[src/rtl/pipe_ctrl_hz_if.sv]
// Control-path bundle between the 5-stage datapath and pipe_ctrl_hz.
// The datapath side (master) supplies instruction fields and the zero flag;
// the controller side (slave) returns pipelined control and hazard signals.
interface pipe_ctrl_hz_if #(
    parameter int ALUC_W = 3,
    parameter int REG_AW = 5
);
    logic [5:0]        op;
    logic [5:0]        funct;
    logic [REG_AW-1:0] rsD;
    logic [REG_AW-1:0] rtD;
    logic [REG_AW-1:0] rtE;
    logic              zeroM;

    logic              regdstE;
    logic              alusrcE;
    logic [ALUC_W-1:0] alucontrolE;
    logic              regwriteE;
    logic              memtoregE;
    logic              regwriteM;
    logic              memwriteM;
    logic              pcsrcM;
    logic              jumpM;
    logic              regwriteW;
    logic              memtoregW;
    logic              stallF;
    logic              stallD;
    logic              flushD;

    modport master (
        output op, funct, rsD, rtD, rtE, zeroM,
        input  regdstE, alusrcE, alucontrolE, regwriteE, memtoregE,
               regwriteM, memwriteM, pcsrcM, jumpM,
               regwriteW, memtoregW, stallF, stallD, flushD
    );

    modport slave (
        input  op, funct, rsD, rtD, rtE, zeroM,
        output regdstE, alusrcE, alucontrolE, regwriteE, memtoregE,
               regwriteM, memwriteM, pcsrcM, jumpM,
               regwriteW, memtoregW, stallF, stallD, flushD
    );
endinterface

[src/rtl/pipe_ctrl_hz.sv]
// Hazard-aware pipelined control path for the 5-stage MIPS-subset CPU.
// Decode is combinational; the control word then rides D->E, E->M and M->W
// registers. Branches/jumps resolve in Memory; load-use hazards stall F/D
// and bubble E. A redirect always wins over a load-use stall.
// Optional: define PIPE_CTRL_HZ_BNE_EN to add bne (opcode 000101).
module pipe_ctrl_hz #(
    parameter int ALUC_W = 3,
    parameter int REG_AW = 5
) (
    input  logic          clk,
    input  logic          reset,
    pipe_ctrl_hz_if.slave bus
);
    // decoded (Decode stage) control
    logic              regwrite_d, regdst_d, alusrc_d, branch_d;
    logic              memwrite_d, memtoreg_d, jump_d;
    logic [1:0]        aluop_d;
    logic [2:0]        alu_code_d;
    logic [ALUC_W-1:0] alucontrol_d;

    // Execute stage
    logic              regwrite_e, regdst_e, alusrc_e, branch_e;
    logic              memwrite_e, memtoreg_e, jump_e;
    logic [ALUC_W-1:0] alucontrol_e;

    // Memory stage
    logic              regwrite_m, memtoreg_m, memwrite_m, branch_m, jump_m;

    // Writeback stage
    logic              regwrite_w, memtoreg_w;

    // hazard terms
    logic              pcsrc_m, redirect, lwstall, flush_e, flush_m;

`ifdef PIPE_CTRL_HZ_BNE_EN
    logic              bne_d, bne_e, bne_m;
`endif

    // Main decoder: opcode to control word, unknown opcodes become a NOP
    always_comb begin
        regwrite_d = 1'b0;
        regdst_d   = 1'b0;
        alusrc_d   = 1'b0;
        branch_d   = 1'b0;
        memwrite_d = 1'b0;
        memtoreg_d = 1'b0;
        jump_d     = 1'b0;
        aluop_d    = 2'b00;
`ifdef PIPE_CTRL_HZ_BNE_EN
        bne_d      = 1'b0;
`endif
        case (bus.op)
            6'b000000: begin regwrite_d = 1'b1; regdst_d = 1'b1; aluop_d = 2'b10; end
            6'b100011: begin regwrite_d = 1'b1; alusrc_d = 1'b1; memtoreg_d = 1'b1; end
            6'b101011: begin alusrc_d = 1'b1; memwrite_d = 1'b1; end
            6'b000100: begin branch_d = 1'b1; aluop_d = 2'b01; end
            6'b001000: begin regwrite_d = 1'b1; alusrc_d = 1'b1; end
            6'b000010: begin jump_d = 1'b1; end
`ifdef PIPE_CTRL_HZ_BNE_EN
            6'b000101: begin branch_d = 1'b1; bne_d = 1'b1; aluop_d = 2'b01; end
`endif
            default: ;
        endcase
    end

    // ALU decoder: aluop plus funct to the 3-bit ALU code, zero-extended
    always_comb begin
        alu_code_d = 3'b010;
        case (aluop_d)
            2'b00: alu_code_d = 3'b010;
            2'b01: alu_code_d = 3'b110;
            default: begin
                case (bus.funct)
                    6'b100000: alu_code_d = 3'b010;
                    6'b100010: alu_code_d = 3'b110;
                    6'b100100: alu_code_d = 3'b000;
                    6'b100101: alu_code_d = 3'b001;
                    6'b101010: alu_code_d = 3'b111;
                    default:   alu_code_d = 3'b000;
                endcase
            end
        endcase
        alucontrol_d = ALUC_W'(alu_code_d);
    end

    // Branch resolution and hazard detection on registered stage state
`ifdef PIPE_CTRL_HZ_BNE_EN
    assign pcsrc_m  = branch_m & (bus.zeroM ^ bne_m);
`else
    assign pcsrc_m  = branch_m & bus.zeroM;
`endif
    assign redirect = pcsrc_m | jump_m;
    assign lwstall  = memtoreg_e & regwrite_e & (bus.rtE != '0) &
                      ((bus.rtE == bus.rsD) | (bus.rtE == bus.rtD));
    assign flush_e  = lwstall | redirect;
    assign flush_m  = redirect;

    // D->E register: a bubble replaces the word on stall or redirect
    always_ff @(posedge clk) begin
        if (reset || flush_e) begin
            regwrite_e   <= 1'b0;
            regdst_e     <= 1'b0;
            alusrc_e     <= 1'b0;
            branch_e     <= 1'b0;
            memwrite_e   <= 1'b0;
            memtoreg_e   <= 1'b0;
            jump_e       <= 1'b0;
            alucontrol_e <= '0;
        end else begin
            regwrite_e   <= regwrite_d;
            regdst_e     <= regdst_d;
            alusrc_e     <= alusrc_d;
            branch_e     <= branch_d;
            memwrite_e   <= memwrite_d;
            memtoreg_e   <= memtoreg_d;
            jump_e       <= jump_d;
            alucontrol_e <= alucontrol_d;
        end
    end

    // E->M register: the wrong-path instruction in E is dropped on redirect
    always_ff @(posedge clk) begin
        if (reset || flush_m) begin
            regwrite_m <= 1'b0;
            memtoreg_m <= 1'b0;
            memwrite_m <= 1'b0;
            branch_m   <= 1'b0;
            jump_m     <= 1'b0;
        end else begin
            regwrite_m <= regwrite_e;
            memtoreg_m <= memtoreg_e;
            memwrite_m <= memwrite_e;
            branch_m   <= branch_e;
            jump_m     <= jump_e;
        end
    end

    // M->W register: the instruction in M always completes, so only reset clears it
    always_ff @(posedge clk) begin
        if (reset) begin
            regwrite_w <= 1'b0;
            memtoreg_w <= 1'b0;
        end else begin
            regwrite_w <= regwrite_m;
            memtoreg_w <= memtoreg_m;
        end
    end

`ifdef PIPE_CTRL_HZ_BNE_EN
    // bne flag follows branch through E and M with identical flushing
    always_ff @(posedge clk) begin
        if (reset || flush_e) bne_e <= 1'b0;
        else                  bne_e <= bne_d;
        if (reset || flush_m) bne_m <= 1'b0;
        else                  bne_m <= bne_e;
    end
`endif

    assign bus.regdstE     = regdst_e;
    assign bus.alusrcE     = alusrc_e;
    assign bus.alucontrolE = alucontrol_e;
    assign bus.regwriteE   = regwrite_e;
    assign bus.memtoregE   = memtoreg_e;
    assign bus.regwriteM   = regwrite_m;
    assign bus.memwriteM   = memwrite_m;
    assign bus.pcsrcM      = pcsrc_m;
    assign bus.jumpM       = jump_m;
    assign bus.regwriteW   = regwrite_w;
    assign bus.memtoregW   = memtoreg_w;
    assign bus.stallF      = lwstall & ~redirect;
    assign bus.stallD      = lwstall & ~redirect;
    assign bus.flushD      = redirect;
endmodule

[src/flat_wrapper.sv]
// flat-port wrapper written by rule: the top's interface ports become plain ports
module pipe_ctrl_hz_flat 
#(
    parameter int ALUC_W = 3,
    parameter int REG_AW = 5
)
  (clk, reset, bus_op, bus_funct, bus_rsD, bus_rtD, bus_rtE, bus_zeroM, bus_regdstE, bus_alusrcE, bus_alucontrolE, bus_regwriteE, bus_memtoregE, bus_regwriteM, bus_memwriteM, bus_pcsrcM, bus_jumpM, bus_regwriteW, bus_memtoregW, bus_stallF, bus_stallD, bus_flushD);
  pipe_ctrl_hz_if #(.ALUC_W(ALUC_W), .REG_AW(REG_AW)) bus_i ();
  input  logic clk;
  input  logic reset;
  input wire logic [$bits(bus_i.op)-1:0] bus_op;
  input wire logic [$bits(bus_i.funct)-1:0] bus_funct;
  input wire logic [$bits(bus_i.rsD)-1:0] bus_rsD;
  input wire logic [$bits(bus_i.rtD)-1:0] bus_rtD;
  input wire logic [$bits(bus_i.rtE)-1:0] bus_rtE;
  input wire logic [$bits(bus_i.zeroM)-1:0] bus_zeroM;
  output wire logic [$bits(bus_i.regdstE)-1:0] bus_regdstE;
  output wire logic [$bits(bus_i.alusrcE)-1:0] bus_alusrcE;
  output wire logic [$bits(bus_i.alucontrolE)-1:0] bus_alucontrolE;
  output wire logic [$bits(bus_i.regwriteE)-1:0] bus_regwriteE;
  output wire logic [$bits(bus_i.memtoregE)-1:0] bus_memtoregE;
  output wire logic [$bits(bus_i.regwriteM)-1:0] bus_regwriteM;
  output wire logic [$bits(bus_i.memwriteM)-1:0] bus_memwriteM;
  output wire logic [$bits(bus_i.pcsrcM)-1:0] bus_pcsrcM;
  output wire logic [$bits(bus_i.jumpM)-1:0] bus_jumpM;
  output wire logic [$bits(bus_i.regwriteW)-1:0] bus_regwriteW;
  output wire logic [$bits(bus_i.memtoregW)-1:0] bus_memtoregW;
  output wire logic [$bits(bus_i.stallF)-1:0] bus_stallF;
  output wire logic [$bits(bus_i.stallD)-1:0] bus_stallD;
  output wire logic [$bits(bus_i.flushD)-1:0] bus_flushD;
  assign bus_i.op = bus_op;
  assign bus_i.funct = bus_funct;
  assign bus_i.rsD = bus_rsD;
  assign bus_i.rtD = bus_rtD;
  assign bus_i.rtE = bus_rtE;
  assign bus_i.zeroM = bus_zeroM;
  assign bus_regdstE = bus_i.regdstE;
  assign bus_alusrcE = bus_i.alusrcE;
  assign bus_alucontrolE = bus_i.alucontrolE;
  assign bus_regwriteE = bus_i.regwriteE;
  assign bus_memtoregE = bus_i.memtoregE;
  assign bus_regwriteM = bus_i.regwriteM;
  assign bus_memwriteM = bus_i.memwriteM;
  assign bus_pcsrcM = bus_i.pcsrcM;
  assign bus_jumpM = bus_i.jumpM;
  assign bus_regwriteW = bus_i.regwriteW;
  assign bus_memtoregW = bus_i.memtoregW;
  assign bus_stallF = bus_i.stallF;
  assign bus_stallD = bus_i.stallD;
  assign bus_flushD = bus_i.flushD;
  pipe_ctrl_hz #(.ALUC_W(ALUC_W), .REG_AW(REG_AW)) u_core (.clk(clk), .reset(reset), .bus(bus_i));
endmodule
[config.mk]
export PLATFORM = sky130hd
export DESIGN_NAME = pipe_ctrl_hz_flat
export DESIGN_NICKNAME = d
export VERILOG_FILES = /design/src/rtl/pipe_ctrl_hz_if.sv /design/src/rtl/pipe_ctrl_hz.sv /design/src/flat_wrapper.sv
export SDC_FILE = /design/constraint.sdc
export NUM_CORES = 1
export LEC_CHECK = 0
export BUFFER_PORTS_ARGS = -buffer_cell sky130_fd_sc_hd__buf_2
export CAP_MARGIN = 20
export CORE_ASPECT_RATIO = 0.8
export CORE_UTILIZATION = 46
export CTS_CLUSTER_DIAMETER = 80
export DETAILED_ROUTE_END_ITERATION = 8
export PLACE_DENSITY = 0.93
export SLEW_MARGIN = 20
export SYNTH_ARGS = -nofsm -noshare
export SYNTH_HDL_FRONTEND = slang
export SYNTH_SLANG_ARGS = --single-unit
[constraint.sdc]
create_clock -name clk -period 4 [get_ports clk]
set_clock_uncertainty 0.15 [all_clocks]
set_input_delay 0.2 -clock clk [delete_from_list [all_inputs] [get_ports clk]]
set_output_delay 0.2 -clock clk [all_outputs]
set_load 0.05 [all_outputs]
; Word-level counts from Yosys, hierarchy flattened
; Cells that the tools add are included.
[classes]
n_reduce_logical = 7
bitwise_logic = 9
mux = 10
n_eq_ne = 12
[ops]
columns = op, count
row1 = $eq 6x6->1 const B, 6
row2 = $pmux 3 s4, 1
row3 = $eq 5x5->1, 2
row4 = $mux 1, 7
row5 = $eq 6x2->1 const B, 1
row6 = $eq 6x3->1 const B, 1
row7 = $eq 6x4->1 const B, 1
row8 = $logic_not 6->1, 1
row9 = $pmux 3 s2, 1
row10 = $reduce_or 3->1, 2
row11 = $and 1x1->1, 5
row12 = $reduce_bool 5->1, 1
row13 = $pmux 2 s2, 1
row14 = $or 1x1->1, 3
row15 = $eq 2x1->1 const B, 1
row16 = $logic_not 2->1, 1
row17 = $logic_or 1x1->1, 2
row18 = $not 1->1, 1
[word_totals]
out_inout_bits = 16
in_bits = 30
register_bits = 17

; Depth between registers and ports, before layout
[depth]
ltp_word = 5
mapped_depth = 6
mapped_depth_nobuf = 4

; Least setup slack after synthesis
; Ideal clock, no wire load.
[synth_path]
path_type = register to output
startpoint = reg u_core.branch_m
endpoint = out bus_stallF
t_required_ns = 3.650
path_stages_with_launch = 5
arrival_ns = 2.007
setup_slack_ns = 1.643
cell_sequence = dfxtp_1 > and2_1 > or2_2 > and3b_1 > buf_4
[synth_via]
elab_chain_len = 4
[synth_rtl]
columns = item, line
row1 = start: declaration, pipe_ctrl_hz.sv:27  ; logic regwrite_m, memtoreg_m, memwrite_m, branch_m, jump_m;
row2 = start signal: assignment, pipe_ctrl_hz.sv:133  ; branch_m <= branch_e;
row3 = $and 1x1->1, pipe_ctrl_hz.sv:90  ; assign pcsrc_m = branch_m & bus.zeroM;
row4 = named net bus_pcsrcM, flat_wrapper.sv:24  ; output wire logic [$bits(bus_i.pcsrcM)-1:0] bus_pcsrcM;
row5 = $or 1x1->1, pipe_ctrl_hz.sv:92  ; assign redirect = pcsrc_m | jump_m;
row6 = named net bus_flushD, flat_wrapper.sv:30  ; output wire logic [$bits(bus_i.flushD)-1:0] bus_flushD;
row7 = $not 1->1, n/a
row8 = $and 1x1->1, n/a
row9 = end: declaration, flat_wrapper.sv:28  ; output wire logic [$bits(bus_i.stallF)-1:0] bus_stallF;
; The timed path passes the listed nets, and every way through them passes these cells.

; Worst setup path after layout
[layout_path]
startpoint = in bus_rtE[2]
endpoint = out bus_stallF
[layout_via]
elab_chain_len = 4
[layout_rtl]
columns = item, line
row1 = start: declaration, flat_wrapper.sv:15  ; input wire logic [$bits(bus_i.rtE)-1:0] bus_rtE;
row2 = $eq 5x5->1 or $reduce_bool 5->1 (tied branches), "pipe_ctrl_hz.sv:94, pipe_ctrl_hz.sv:93"
row3 = $or 1x1->1 or $and 1x1->1 (tied branches), "pipe_ctrl_hz.sv:94, pipe_ctrl_hz.sv:93"
row4 = $and 1x1->1 *, pipe_ctrl_hz.sv:93  ; assign lwstall = memtoreg_e & regwrite_e & (bus.rtE != '0) &
row5 = $and 1x1->1 *, pipe_ctrl_hz.sv:170  ; assign bus.stallF = lwstall & ~redirect;
; Every way passes the cells marked *; elsewhere a longest branch is shown, timed or not.

==> flow_summary.json <==
{
  "status": "finished, final reports clean",
  "ys_seq_elements": 17,
  "worst_slack_ps": 1810,
  "slew_viol_final": 0,
  "route.vias.total": 782,
  "fin_tns_setup_ps": 0,
  "cts.clk_slew.worst_paths_ps": 80,
  "ys_types": 33,
  "fillerInstances": 144,
  "clkPwrFrac_pct": 27.6,
  "pwr-share-seq_pct": 54.5,
  "synthAdderAreaFrac_pct": 0,
  "layout.nets": 157,
  "firstDrtPassIters": 4,
  "slew-limit-headroom_pct": 41.2,
  "syn_area_sq_um": 837,
  "drive_above_1_share_pct": 46.8,
  "start_util_pct": 50.5,
  "cts_hold_buf": 2,
  "cp.arrival_ps": 1840,
  "async_flop_share_pct": 0,
  "final_util_pct": 66.5,
  "timing.hold.ws_ps": 43.3,
  "synth_seq_area_share_pct": 40.7,
  "yosysWarningCount": 0,
  "worst_setup_path_end_kind": "primary output",
  "swShare_pct": 25.3,
  "cts.htree.levels": 1,
  "area_growth_pct": 31.8,
  "layout_commonest_cell": "buf_2",
  "critPathMaxFanout": 11,
  "vias_per_cell": 5.28,
  "p_comb_share_pct": 17.9,
  "synth_compound_area_share_pct": 19.7,
  "max_slew.worst_pin.slew_ps": 882,
  "ios": 46,
  "die-height_microns": 40.2,
  "antenna_found_initial": 0,
  "place_ws_ps": 1820,
  "postCtsSetupRepairBufs": 0,
  "drv_cap": 0,
  "drc": 0,
  "avgSynthCellArea_sq_um": 10.7,
  "p_sw_mw": 0.0795,
  "synthMuxAreaShare_pct": 0,
  "cp.required_ps": 3650,
  "path_class": "in2out",
  "die_w_microns": 49.7,
  "antennaDiodeCount": 0,
  "tritoncts": "done",
  "gp_congestion": 0.729,
  "grt_max_degree": 12,
  "cts_resized": 0,
  "routed_wirelength_microns": 1920,
  "final-setup-viol-count": 0,
  "synth-simple-area-share_pct": 23.9,
  "std_cell_rows": 13,
  "fin_crit_sh_pct": 54.7,
  "synth-main-ff-cell": "dfxtp_1",
  "numCtsBuffers": 3,
  "grt_util_all_layers_pct": 21.0,
  "hpwl_microns": 1580,
  "hold_viol_final": 0,
  "grt_first_pass_wirelength_microns": 2940,
  "synth_edf_count": 0,
  "design.core.area_sq_mm": 0.00166,
  "p_leak_nw": 0.491,
  "synth_top_family_by_area": "simple AND/OR/NAND/NOR gates",
  "clkLatencyLatePin_ps": 280,
  "p_int_mw": 0.235,
  "grt_remaining_overflow": 0,
  "synth_cells": 78,
  "vdd_ir_drop_max_v": 0.000143,
  "p_per_area_mw_per_mm2": 285,
  "hp-class": "in2reg",
  "grt_pass1_vias": 671,
  "final_cell_mix": "45 x buf_2, 17 x dfxtp_1, 10 x xnor2_1",
  "clock_path_buffers": 2,
  "fmax_mhz": 457,
  "synth_nets": 108,
  "die_area_sq_mm": 0.00200,
  "drtIter0Drc": 12,
  "synth_xor_area_share_pct": 10.5,
  "rsz0062_at_grt": "no",
  "ant_nets": 0,
  "drt-wirelength-per-cell_microns": 12.9,
  "io_buffers": 45,
  "period_needed_ps": 2190,
  "start_kind": "input port",
  "clock-sinks": 17,
  "root_buffer": "clkbuf_4"
}
-- metrics by stage --
stage	cell area, sq um	instances	power, mW
5_1_grt	1100	148	0.328
2_1_floorplan	837	78	0.203
4_1_cts	1100	148	0.315
3_3_place_gp	1060	142	0.227
3_5_place_dp	1060	142	0.229
6_report	1100	148	0.314
-- routing by layer --
layer / part of all wire [%] / GRT usage (%) / vias up
met5: 0 / 0 / -
met4: 0.78 / 12.1 / 0
met3: 4.5 / 2.65 / 2
met2: 54 / 40.9 / 30
met1: 40 / 23.1 / 361
li1: - / - / 389
-- layout make-up --
cell class	instances	area [sq um]	area share [%]
multi-input combinational	55	453	41.0
clock buffer	4	26.3	2.38
timing repair buffer	47	245	22.2
tap	22	27.5	2.49
inverter	3	11.3	1.02
sequential	17	340	30.8
-- sequential cells by signal (all words and copies together), names as in the netlist --
register,cells
u_core.bus.memtoregW,1
u_core.jump_e,1
u_core.bus.alusrcE,1
u_core.memtoreg_m,1
u_core.branch_e,1
u_core.bus.regwriteE,1
u_core.bus.regdstE,1
u_core.bus.jumpM,1
u_core.bus.regwriteM,1
u_core.memwrite_e,1
u_core.branch_m,1
u_core.bus.memtoregE,1
u_core.bus.memwriteM,1
u_core.bus.alucontrolE,3
u_core.bus.regwriteW,1
-- logic make-up (layout without fill, tap and decap cells) --
| family | after synthesis | in the layout |
|---|---|---|
| compound gates | 18 | 18 |
| xor+xnor | 10 | 10 |
| simple gates | 27 | 27 |
| buf+inv | 6 | 54 |
| flops | 17 | 17 |
-- Yosys cell counts, drive strengths merged (2+ instances only) --
cell	number	area, sq um
a21oi	4	20.0
or3	2	12.5
dfxtp	17	340
and2	6	37.5
nand3	3	20.0
inv	3	11.3
a211oi	5	55.1
a2111oi	4	53.8
nor4b	2	17.5
nor2b	2	12.5
nand2	3	11.3
buf	2	18.8
xnor2	10	87.6
-- final timing paths --
| check | end | start | slack [ps] | cells after the start |
|---|---|---|---|---|
| hold / removal | u_core.bus.alucontrolE[0]$_SDFF_PP0_ | bus_op[2] | 40 | 2 |
| setup / recovery | bus_stallF | bus_rtE[2] | 1810 | 6 |
| hold reg to reg | u_core.branch_m$_SDFF_PP0_ | u_core.branch_e$_SDFF_PP0_ | 290 | 1 |
| setup reg to reg | u_core.bus.alucontrolE[0]$_SDFF_PP0_ | u_core.bus.jumpM$_SDFF_PP0_ | 2100 | 4 |
-- critical path, cell delays in order --
cell and delay, ps:
buf_2 120, xnor2_1 160, nand3_1 100, o22ai_1 700, and3b_1 280, buf_2 270
-- power groups by stage --
stage	Combinational [mW]	Sequential, mW	Clock (mW)
after floorplan	0.0236	0.180	0
after global placement	0.0518	0.175	0
after detailed placement	0.0542	0.175	0
after CTS	0.0559	0.171	0.0884
after global routing	0.0606	0.171	0.0957
final	0.0563	0.171	0.0867
Note: power is estimated with default switching activity, not from simulation.
